**config.mk**
```make
export PLATFORM = sky130hd
export DESIGN_NAME = router_fifo
export DESIGN_NICKNAME = d
export VERILOG_FILES = /design/src/rtl/router_fifo.sv
export SDC_FILE = /design/constraint.sdc
export NUM_CORES = 1
export LEC_CHECK = 0
export ABC_AREA = 1
export BUFFER_PORTS_ARGS = -buffer_cell sky130_fd_sc_hd__buf_2
export CORE_ASPECT_RATIO = 0.6
export CORE_MARGIN = 3
export CORE_UTILIZATION = 35
export DETAILED_ROUTE_END_ITERATION = 10
export GPL_TIMING_DRIVEN = 0
export MAX_ROUTING_LAYER = met4
export SYNTH_ARGS = -nofsm -noshare
export SYNTH_HDL_FRONTEND = slang
export SYNTH_SLANG_ARGS = --single-unit
```
**constraint.sdc**
```tcl
create_clock -name clk -period 5.9 [get_ports clk]
set_input_delay 0.885 -clock clk [delete_from_list [all_inputs] [get_ports clk]]
set_output_delay 0.885 -clock clk [all_outputs]
set_load 0.01 [all_outputs]
```
**src/rtl/router_fifo.sv**
```systemverilog
// Output-side packet FIFO of the 1x3 router.
// Header bytes are tagged so the reader can track packet length.
module router_fifo #(
  parameter int WIDTH = 8,
  parameter int DEPTH = 16,
  parameter int AW    = 4
) (
  input  logic             clk,
  input  logic             rst,
  input  logic             softrst,
  input  logic             wren,
  input  logic             reen,
  input  logic             lfd,
  input  logic [WIDTH-1:0] din,
  output logic [WIDTH-1:0] dout,
  output logic             full,
  output logic             empty
);

  logic [WIDTH:0]   mem_q [DEPTH];
  logic [AW:0]      wr_ptr_q, wr_ptr_d;
  logic [AW:0]      rd_ptr_q, rd_ptr_d;
  logic [5:0]       pkt_cnt_q, pkt_cnt_d;
  logic [WIDTH-1:0] dout_q, dout_d;
  logic [WIDTH:0]   rd_entry;
  logic             do_wr;
  logic             do_rd;

  assign empty = (wr_ptr_q == rd_ptr_q);
  assign full  = (wr_ptr_q[AW-1:0] == rd_ptr_q[AW-1:0]) &&
                 (wr_ptr_q[AW] != rd_ptr_q[AW]);
  assign dout  = dout_q;

  assign rd_entry = mem_q[rd_ptr_q[AW-1:0]];
  assign do_wr    = wren && !full && !softrst;
  assign do_rd    = reen && !empty && !softrst;

  always_comb begin
    wr_ptr_d  = wr_ptr_q;
    rd_ptr_d  = rd_ptr_q;
    pkt_cnt_d = pkt_cnt_q;
    dout_d    = dout_q;
    if (softrst) begin
      wr_ptr_d  = '0;
      rd_ptr_d  = '0;
      pkt_cnt_d = '0;
      dout_d    = '0;
    end else begin
      if (do_wr)
        wr_ptr_d = wr_ptr_q + 1'b1;
      if (do_rd) begin
        rd_ptr_d = rd_ptr_q + 1'b1;
        dout_d   = rd_entry[WIDTH-1:0];
        // header carries payload length in bits 7:2; +1 covers parity
        if (rd_entry[WIDTH])
          pkt_cnt_d = rd_entry[7:2] + 6'd1;
        else if (pkt_cnt_q != 6'd0)
          pkt_cnt_d = pkt_cnt_q - 6'd1;
      end else if (pkt_cnt_q == 6'd0) begin
        dout_d = '0;
      end
    end
  end

  always_ff @(posedge clk) begin
    if (rst) begin
      wr_ptr_q  <= '0;
      rd_ptr_q  <= '0;
      pkt_cnt_q <= '0;
      dout_q    <= '0;
    end else begin
      wr_ptr_q  <= wr_ptr_d;
      rd_ptr_q  <= rd_ptr_d;
      pkt_cnt_q <= pkt_cnt_d;
      dout_q    <= dout_d;
    end
  end

  always_ff @(posedge clk) begin
    if (!rst && do_wr)
      mem_q[wr_ptr_q[AW-1:0]] <= {lfd, din};
  end

endmodule

```
==> results.toml <==
[status]
outcome = "finished, final reports clean"

[floorplanning]
chipHeight_um = 119
floorplan.io_pins = 24
dieArea_um2 = 23200
area_inside_the_core_boundary_um2 = 20500
floorplan.die.width_um = 195
rows = 40
initial_utilization_pct = 36.5

[worst_setup_path]
worstReg2RegEnd = "mem_q[9][2]$_DFFE_PP_"
critPathArrivalTime_ns = 2.88
worst_r2r_path_depth = 7
delay_of_the_slowest_critical_path_stage_ns = 1.11
worst_ep_required_time_ns = 5.93
ff2ff_setup_slack_ns = 3.10
worst_setup_path_startpoint = "softrst"
chain_of_cells_forming_the_critical_path = "buf_2, nor2_1, inv_1, nor2_1, nand2_1, nor2_1"
cell_repeated_most_along_the_worst_path = "nor2_1"
worst-path-buf-inv = 2
timing.critical_path.to_type = "flop"
worst-path-max-fanout = 9
cp-start-kind = "input port"
logic_depth_of_the_worst_path_buffers_included = 6
critical_path_class = "in2reg"
worst_path_max_delay_cell = "nor2_1"
rr_startpoint = "wr_ptr_q[0]$_SDFFE_PP0P_"
cp_top_family = "simple AND/OR/NAND/NOR gates"
worstSetupEndpoint = "mem_q[9][2]$_DFFE_PP_"

[power_and_ir_drop]
power.density_cell_area_nw_per_um2 = 291
total_leakage_power_uw = 0.00325
report.power.total_uw = 2470
power.ir.vdd_worst_mv = 0.253

[clocking]
tritoncts = "yes"
cts.sink_count = 172
ctsHoldBuffers = 0
clock-root-buffer = "clkbuf_16"
cts_resized = 0
clock_insertion_delay_worst_skew_ns = 0.43
cts-htree-levels = 4
clkTransAtPathRegs_ns = 0.07
cts.repair_timing.setup_buffer_count = 0
tritoncts.num_buffers = 17
clock_tree.buffer_depth = 2

[route]
route.antenna.remaining_nets = 0
drt_wl_total_um = 19100
drt_first_pass_iters = 5
total_number_of_vias = 5224
drt-vias-per-instance = 5.03
dr.first_iter.drc_count = 612
detail_route.wl_per_cell_um = 18.3
number_of_design_rule_violations_left_after_detail_routing = 0

[timing]
slew_violations = 0
worst_clock_skew_ns = 0.0120
timing.fmax_mhz = 350
hold-worst-slack_ns = 0.462
setup_viol_count_final = 0
finalHoldViolations = 0
grt_setup_unrepaired = "no"
fin_crit_sh_pct = 48.4
max_slew.worst_pin.slew_ns = 1.45
finalSetupTns_ns = 0
worst_slew_margin_rel_pct = 3.23
final.min_clock_period_ns = 2.85

[logic_synthesis]
yosysWarningCount = 0
synth_seq_area_share_pct = 65.3
postSynthAreaPerCell_um2 = 10.5
syn_area_um2 = 7480
syn-num-nets = 733
unique_masters_post_synth = 33
postSynth.topFlopCell = "edfxtp_1"
synth-edff-count = 144
ys_async_sr_fraction_pct = 0
post_synthesis_cells = 711
ys_ff_latch = 172

[place]
gp_routability_congestion = 0.819
place_hpwl_um = 12600
number_of_input_and_output_port_buffers_inserted = 23

[run]
maxCapViolCount = 0

[finish]
finalCoreUtilization_pct = 41.4
area_growth_pct = 13.4
share_of_cells_above_drive_strength_1_pct = 12.3
layout.nets = 775
antenna-diode-count = 0

[grt]
grtUsageTotal_pct = 17.1
vias_in_the_first_global_route = 4744
antenna_found_initial = 0
wire_length_of_the_first_global_routing_pass_um = 28800
grt_max_degree = 17
globalRoute.totalOverflow = 0

[worst_hold_path]
hold_path_class = "reg2reg"
worstHoldPathCells = 2
## kinds of logic (layout without fill, tap and decap cells)
family,Yosys count,count (layout),share of synthesized area [%]
simple gates,329,329,18.2
fa+ha+maj,8,8,1.34
buf+inv,102,157,6.94
compound gates,91,91,7.13
xor+xnor,9,9,1.05
flops,172,172,65.3
## where the power goes
part	switching (µW)	internal, µW
Sequential	2.37	1320
Clock	488	568
Combinational	63.7	26.2
## cell usage in the layout (no fill, tap or decap), types with 5 or more instances in the layout
cell type  count
a21oi_1       39
buf_2         31
buf_4          7
buf_6         13
clkbuf_1       7
clkbuf_16     18
dfxtp_1       28
edfxtp_1     144
ha_1           8
inv_1         65
nand2_1      190
nand3_1       64
nor2_1        57
o211ai_1      14
o21ai_0       22
o21ai_1        5
xnor2_1        6
## per-layer routing
layer	up-vias	wire length (µm)	track usage (%)
li1	2495	-	-
met1	2475	9900	27.5
met2	241	7370	22.0
met3	13	1650	3.08
met4	0	132	3.68
met5	-	0	-
## flip-flops by register name, summed over array words and instances (netlist names), named ones only
signal     count
mem_q        144
dout           8
pkt_cnt_q      6
rd_ptr_q       5
wr_ptr_q       5
## metrics by stage
stage	instance area [µm²]	cells	setup WS [ns]
floorplan	7480	711	3.66
global placement	7940	1007	2.71
detailed placement	7940	1007	2.68
CTS	8480	1039	3.13
global route	8480	1039	2.95
finish	8480	1039	3.05
## worst reg2reg max path: cells and delay by family (launching register included)
kind,cells,cell delay [ns]
xor gates and xnor gates,1,0.10
and+or+nand+nor,6,1.83
DFF,1,0.45
## cell type report
cell class / instances / area, µm²
multi-input combinational: 437 / 2080
timing repair buffer: 23 / 115
clock inverter: 12 / 85.1
inverter: 69 / 262
buffer: 33 / 258
tap: 273 / 342
clock buffer: 20 / 458
sequential: 172 / 4880
fill: 1949 / 12000
## synthesized netlist by cell type, types with 7 or more instances
master | count | area (µm²)
buf_4 | 7 | 52.6
dfxtp_1 | 28 | 561
o21ai_0 | 22 | 110
nor2_1 | 58 | 218
o211ai_1 | 14 | 105
ha_1 | 8 | 100
nand2_1 | 190 | 713
a21oi_1 | 39 | 195
buf_2 | 8 | 40.0
buf_6 | 13 | 146
inv_1 | 65 | 244
edfxtp_1 | 144 | 4320
nand3_1 | 64 | 320
## how the worst min path moves through the flow
stage                              from                        to  slack (ns)
2_1_floorplan  rd_ptr_q[4]$_SDFFE_PP0P_  rd_ptr_q[4]$_SDFFE_PP0P_        0.48
3_3_place_gp       dout[3]$_SDFFE_PP0P_      dout[3]$_SDFFE_PP0P_        0.45
6_report           dout[1]$_SDFFE_PP0P_      dout[1]$_SDFFE_PP0P_        0.46
4_1_cts            dout[0]$_SDFFE_PP0P_      dout[0]$_SDFFE_PP0P_        0.47
3_5_place_dp       dout[0]$_SDFFE_PP0P_      dout[0]$_SDFFE_PP0P_        0.45
5_1_grt            dout[6]$_SDFFE_PP0P_      dout[6]$_SDFFE_PP0P_        0.49
No activity file was read; power rests on OpenSTA's default activity.
